`config.mk`:
```
export PLATFORM = sky130hd
export DESIGN_NAME = usb_rx_ctrl
export DESIGN_NICKNAME = d
export VERILOG_FILES = /design/src/rtl/usb_rx_ctrl.sv
export SDC_FILE = /design/constraint.sdc
export NUM_CORES = 1
export LEC_CHECK = 0
export ABC_AREA = 1
export BUFFER_PORTS_ARGS = -buffer_cell sky130_fd_sc_hd__buf_2
export CORE_ASPECT_RATIO = 1.5
export CORE_MARGIN = 1.5
export CORE_UTILIZATION = 56
export DETAILED_ROUTE_END_ITERATION = 8
export GPL_ROUTABILITY_DRIVEN = 0
export HOLD_SLACK_MARGIN = 0.02
export PLACE_DENSITY_LB_ADDON = 0.08
export SYNTH_ARGS = -nofsm -noshare
export SYNTH_HDL_FRONTEND = slang
export SYNTH_SLANG_ARGS = --single-unit
```
`constraint.sdc`:
```
create_clock -name tb_clk -period 2.02 [get_ports tb_clk]
set_input_delay 0.303 -clock tb_clk [delete_from_list [all_inputs] [get_ports tb_clk]]
set_output_delay 0.303 -clock tb_clk [all_outputs]
set_load 0.02 [all_outputs]
```
`src/rtl/usb_rx_ctrl.sv`:
```
// rtl/usb_rx_ctrl.sv - USB full-speed receive control FSM
module usb_rx_ctrl #(
    parameter int MAX_DATA_BYTES = 64
) (
    input  logic       tb_clk,
    input  logic       tb_n_rst,
    input  logic       d_edge,
    input  logic       byte_received,
    input  logic [7:0] rcv_data,
    input  logic       eop,
    input  logic       buffer_full,
    output logic       rcving,
    output logic [2:0] rx_packet,
    output logic [7:0] rx_packet_data,
    output logic       store_rx_packet,
    output logic       r_error,
    output logic       packet_done,
    output logic [6:0] byte_count
);

    typedef enum logic [3:0] {
        IDLE, SYNC, PID, TOKEN, DATA, WAIT_EOP, DONE, ERR_WAIT, ERR_IDLE
    } state_t;

    state_t     state, state_n;
    logic [7:0] h0, h1, h0_n, h1_n;
    logic [1:0] hc, hc_n;
    logic       rcving_n, store_n, done_n, err_n;
    logic [2:0] pkt_n;
    logic [7:0] data_n;
    logic [6:0] cnt_n;

    always_ff @(posedge tb_clk or negedge tb_n_rst) begin
        if (!tb_n_rst) begin
            state           <= IDLE;
            h0              <= 8'd0;
            h1              <= 8'd0;
            hc              <= 2'd0;
            rcving          <= 1'b0;
            rx_packet       <= 3'd0;
            rx_packet_data  <= 8'd0;
            store_rx_packet <= 1'b0;
            r_error         <= 1'b0;
            packet_done     <= 1'b0;
            byte_count      <= 7'd0;
        end else begin
            state           <= state_n;
            h0              <= h0_n;
            h1              <= h1_n;
            hc              <= hc_n;
            rcving          <= rcving_n;
            rx_packet       <= pkt_n;
            rx_packet_data  <= data_n;
            store_rx_packet <= store_n;
            r_error         <= err_n;
            packet_done     <= done_n;
            byte_count      <= cnt_n;
        end
    end

    always_comb begin
        state_n  = state;
        h0_n     = h0;
        h1_n     = h1;
        hc_n     = hc;
        rcving_n = rcving;
        store_n  = 1'b0;
        done_n   = 1'b0;
        err_n    = r_error;
        pkt_n    = rx_packet;
        data_n   = rx_packet_data;
        cnt_n    = byte_count;

        case (state)
            IDLE, ERR_IDLE: begin
                if (d_edge) begin
                    state_n  = SYNC;
                    rcving_n = 1'b1;
                    err_n    = 1'b0;
                    cnt_n    = 7'd0;
                    hc_n     = 2'd0;
                    h0_n     = 8'd0;
                    h1_n     = 8'd0;
                end
            end
            SYNC: begin
                if (eop)
                    state_n = ERR_IDLE;
                else if (byte_received)
                    state_n = (rcv_data == 8'h80) ? PID : ERR_WAIT;
            end
            PID: begin
                if (eop) begin
                    state_n = ERR_IDLE;
                end else if (byte_received) begin
                    pkt_n   = 3'd0;
                    state_n = ERR_WAIT;
                    if (rcv_data[7:4] == ~rcv_data[3:0]) begin
                        case (rcv_data)
                            8'hE1:        begin pkt_n = 3'd1; state_n = TOKEN;    end
                            8'h69:        begin pkt_n = 3'd2; state_n = TOKEN;    end
                            8'hC3, 8'h4B: begin pkt_n = 3'd3; state_n = DATA;     end
                            8'hD2:        begin pkt_n = 3'd4; state_n = WAIT_EOP; end
                            8'h5A:        begin pkt_n = 3'd5; state_n = WAIT_EOP; end
                            8'h1E:        begin pkt_n = 3'd6; state_n = WAIT_EOP; end
                            default:      begin pkt_n = 3'd0; state_n = ERR_WAIT; end
                        endcase
                    end
                end
            end
            TOKEN: begin
                if (eop)
                    state_n = (hc == 2'd2) ? DONE : ERR_IDLE;
                else if (byte_received) begin
                    if (hc == 2'd2)
                        state_n = ERR_WAIT;
                    else
                        hc_n = hc + 2'd1;
                end
            end
            DATA: begin
                // The last two bytes held at eop are the CRC and never reach the FIFO.
                if (eop) begin
                    state_n = (hc == 2'd2) ? DONE : ERR_IDLE;
                end else if (byte_received) begin
                    h0_n = h1;
                    h1_n = rcv_data;
                    if (hc == 2'd2) begin
                        if (buffer_full || byte_count >= 7'(MAX_DATA_BYTES)) begin
                            state_n = ERR_WAIT;
                        end else begin
                            store_n = 1'b1;
                            data_n  = h0;
                            cnt_n   = byte_count + 7'd1;
                        end
                    end else begin
                        hc_n = hc + 2'd1;
                    end
                end
            end
            WAIT_EOP: begin
                if (eop)
                    state_n = DONE;
                else if (byte_received)
                    state_n = ERR_WAIT;
            end
            DONE:     state_n = IDLE;
            ERR_WAIT: if (eop) state_n = ERR_IDLE;
            default:  state_n = IDLE;
        endcase

        if (state_n == ERR_WAIT || state_n == ERR_IDLE)
            err_n = 1'b1;
        if (state_n == ERR_IDLE || state_n == IDLE)
            rcving_n = 1'b0;
        if (state_n == DONE)
            done_n = 1'b1;
    end

endmodule

```
==> Implementation_results.wiki <==
{| class="wikitable"
! Metric !! Value
|-
| Status || completed
|-
| Worst setup slack after layout || 0.255 ns
|-
| Number of global-route vias before repair || about 1,800
|-
| Maximum number of pins on one net before global-route repair || 27
|-
| Area fraction of the dominant cell type after synthesis || 0.474
|-
| Diodes inserted || 0
|-
| Endpoints failing hold || 0
|-
| Core region area || around 4000 µm²
|-
| Total overflow reported by the global router || 0
|-
| H-Tree Depth || 2
|-
| Cells after Synth || 281
|-
| Category of the worst setup path launch point || flip-flop
|-
| Worst path top cell family by delay || simple AND/OR/NAND/NOR gates
|-
| Final layout net count || approximately 340
|-
| Areal power density over the cells || 1110 nW/µm²
|-
| Worst Hold Slack || a little over 0.3 ns
|-
| Post-synthesis sequential element count || 44
|-
| CP required || 2.20 ns
|-
| Post-synth design cell area || 2320 µm²
|-
| Final setup violation count || 0
|-
| # Max-Cap Violations || 0
|-
| Type of element capturing the critical path || flip-flop
|-
| Min Tclk post-route || around 1.8 ns
|-
| Clock Tree Root || clkbuf_8
|-
| Max clock buf depth || 2
|-
| Placed Instance Area || approximately 2500 µm²
|-
| IR drop worst, VDD || 974 µV
|-
| Aggregate negative setup slack || 0 ns
|-
| Total buffers and inverters traversed by the critical path || 0
|-
| Initial standard-cell utilization of the core || 0.586
|-
| Leading cell types in the layout, fill and taps excluded || 60 x nand2_1, 46 x inv_1, 44 x dfrtp_1, 35 x buf_2, 21 x nand3_1
|-
| HPWL after DPL || 3660 µm
|-
| Number of unique standard cell types used by synthesis || 35
|-
| Leading cell type in the layout, fill and taps excluded || nand2_1
|-
| Remaining antenna violation count || 0
|-
| Clock tree sinks || 44
|-
| # IOs || 36
|-
| Wire length of the first global-routing pass || between 7000 and 8000 µm
|-
| Buffer count from post-CTS setup fixing || 0
|-
| Static leakage || about 1.4 nW
|-
| Critical-path cell list || nor2_2 -> nand2_2 -> or2_4 -> nand2_1 -> nand2_2 -> nor2_1 -> xnor2_1 -> nor2_1
|-
| Achievable Freq || 567 MHz
|-
| Clock-pin transition on the worst setup and hold timing paths || 0.09 ns
|-
| Post-route clock period utilization || 0.874
|-
| Vias || 1,921
|-
| Clock buffer count from CTS || 5
|-
| Unrepaired setup endpoints after global routing || false
|-
| Critical Path Fanout Max || 11
|-
| X dimension of the die || 55.6 µm
|-
| Final design area excluding fillers || 2660 µm²
|-
| Hold/Removal Path Class || primary input to flip-flop
|-
| Post-synth net total || between 200 and 300
|-
| Area overhead of the layout relative to synthesis || 14.4%
|-
| Critical setup path kind || flip-flop to flip-flop
|-
| Violation count after the first detailed-route iteration || 72
|-
| Vias per inst || 5.22
|-
| Slew HR || 0.655
|-
| Overall die height || 81.8 µm
|-
| Number of cells in the design after placement || roughly 360
|-
| Post-place setup slack || 0.274 ns
|-
| Count of input and output buffers || 35
|-
| Number of antenna violations at the first check in global routing || 0
|-
| Rows || 28
|-
| Cell types occupying the most area after synthesis || dfrtp_1 47%, nand2_1 9.7%, inv_1 7.4%
|-
| First drt pass iteration count || 4
|-
| Syn avg cell area || ~8.3 µm²
|-
| Synthesis warning total || 0
|-
| Critical path's largest stage delay || 0.44 ns
|-
| Area leader, netlist || dfrtp_1
|-
| Post-cts sizing count || 0
|-
| Total routed wirelength || 4760 µm
|-
| Portion of the post-synthesis area used by sequential elements || 0.474
|-
| Total die area || 4550 µm²
|-
| Arrival time at the worst endpoint || 1.94 ns
|-
| Fraction of final layout cells sized beyond drive strength 1 || 0.229
|-
| DRC Markers || 0
|-
| Clk_lat worst skew || around 0.30 ns
|-
| Count of final max-slew check failures || 0
|-
| CTS tree || yes
|-
| Slew at the pin closest to its max-slew limit || 0.514 ns
|-
| Global-route usage over all layers || 0.224
|-
| Crit-path slowest cell || dfrtp_1
|-
| Avg WL per Cell || 12.9 µm
|-
| Worst Clk Skew || between 0.006 and 0.007 ns
|-
| Hold buffer count at CTS || 1
|-
| Post-route insts no fill || 368
|}
==> final cells by class <==
type,count,area (µm²)
multi-input cells,181,978
flip-flops and latches,44,1100
repair buffers,40,215
fillers,342,1300
inverters,50,190
clock buffers,5,68.8
well taps,45,56.3
clock inverters,3,46.3
==> synth_stat cells <==
cell / count
a21oi_1: 7
a21oi_4: 1
buf_2: 2
buf_4: 1
buf_6: 3
dfrtp_1: 44
ha_1: 2
inv_1: 46
inv_2: 3
inv_4: 1
mux2_2: 2
nand2_1: 60
nand2_2: 4
nand3_1: 21
nand3b_1: 1
nand4_1: 2
nor2_1: 20
nor2_2: 3
nor2_4: 1
nor3_1: 4
nor3_4: 1
o211ai_1: 1
o21a_1: 3
o21ai_0: 11
o21ai_1: 2
o21ai_2: 8
o21ai_4: 1
o21bai_1: 1
o22ai_1: 14
o31ai_1: 4
or2_1: 1
or2_2: 1
or2_4: 1
xnor2_1: 2
xor2_1: 2
==> kinds of logic (layout without fill, tap and decap cells) <==
| family | after synthesis | count (layout) | synth area share |
|---|---|---|---|
| xor+xnor | 4 | 4 | 0.0151 |
| flops | 44 | 44 | 0.474 |
| fa+ha+maj | 2 | 2 | 0.0108 |
| buf+inv | 56 | 98 | 0.104 |
| simple gates | 120 | 120 | 0.232 |
| compound gates | 53 | 53 | 0.154 |
| mux | 2 | 2 | 0.00970 |
==> worst paths after layout <==
path	from	to	slack, ns	cells after the start
setup / recovery	state[0]	byte_count[5]	0.26	8
hold / removal	rcv_data[2]	h1[2]	0.30	3
setup reg to reg	state[0]	byte_count[5]	0.26	8
hold reg to reg	rx_packet_data[4]	rx_packet_data[4]	0.48	2
max in group asynchronous	tb_n_rst	byte_count[1]	1.18	3
min in group asynchronous	tb_n_rst	h1[1]	0.33	2
==> worst min-delay path, stage by stage <==
cell and delay [ns]:
buf_2 0.12, nand3_1 0.08, o21ai_0 0.07
==> report_power, final <==
group          internal, mW  switching, mW
sequential            0.994         0.0884
clock                 0.373          0.317
combinational         0.382          0.800
==> metal layers <==
metal | GRT usage | share of wire
met5 | 0 | 0
met4 | 0.112 | 0.026
met3 | 0.0488 | 0.046
met2 | 0.406 | 0.51
met1 | 0.247 | 0.41
==> state kept, by name (all words and copies together) (netlist names), 2 cells and up <==
signal and flops:
rx_packet 3, hc 2, byte_count 7, state 4
h0 8, h1 8, rx_packet_data 8
==> stage by stage <==
step	power, mW	util
finish	2.95	0.671
global route	3.18	0.671
CTS	2.98	0.671
detailed placement	2.28	0.639
global placement	2.26	0.639
floorplan	2.06	-
No activity file was read; power rests on OpenSTA's default activity.
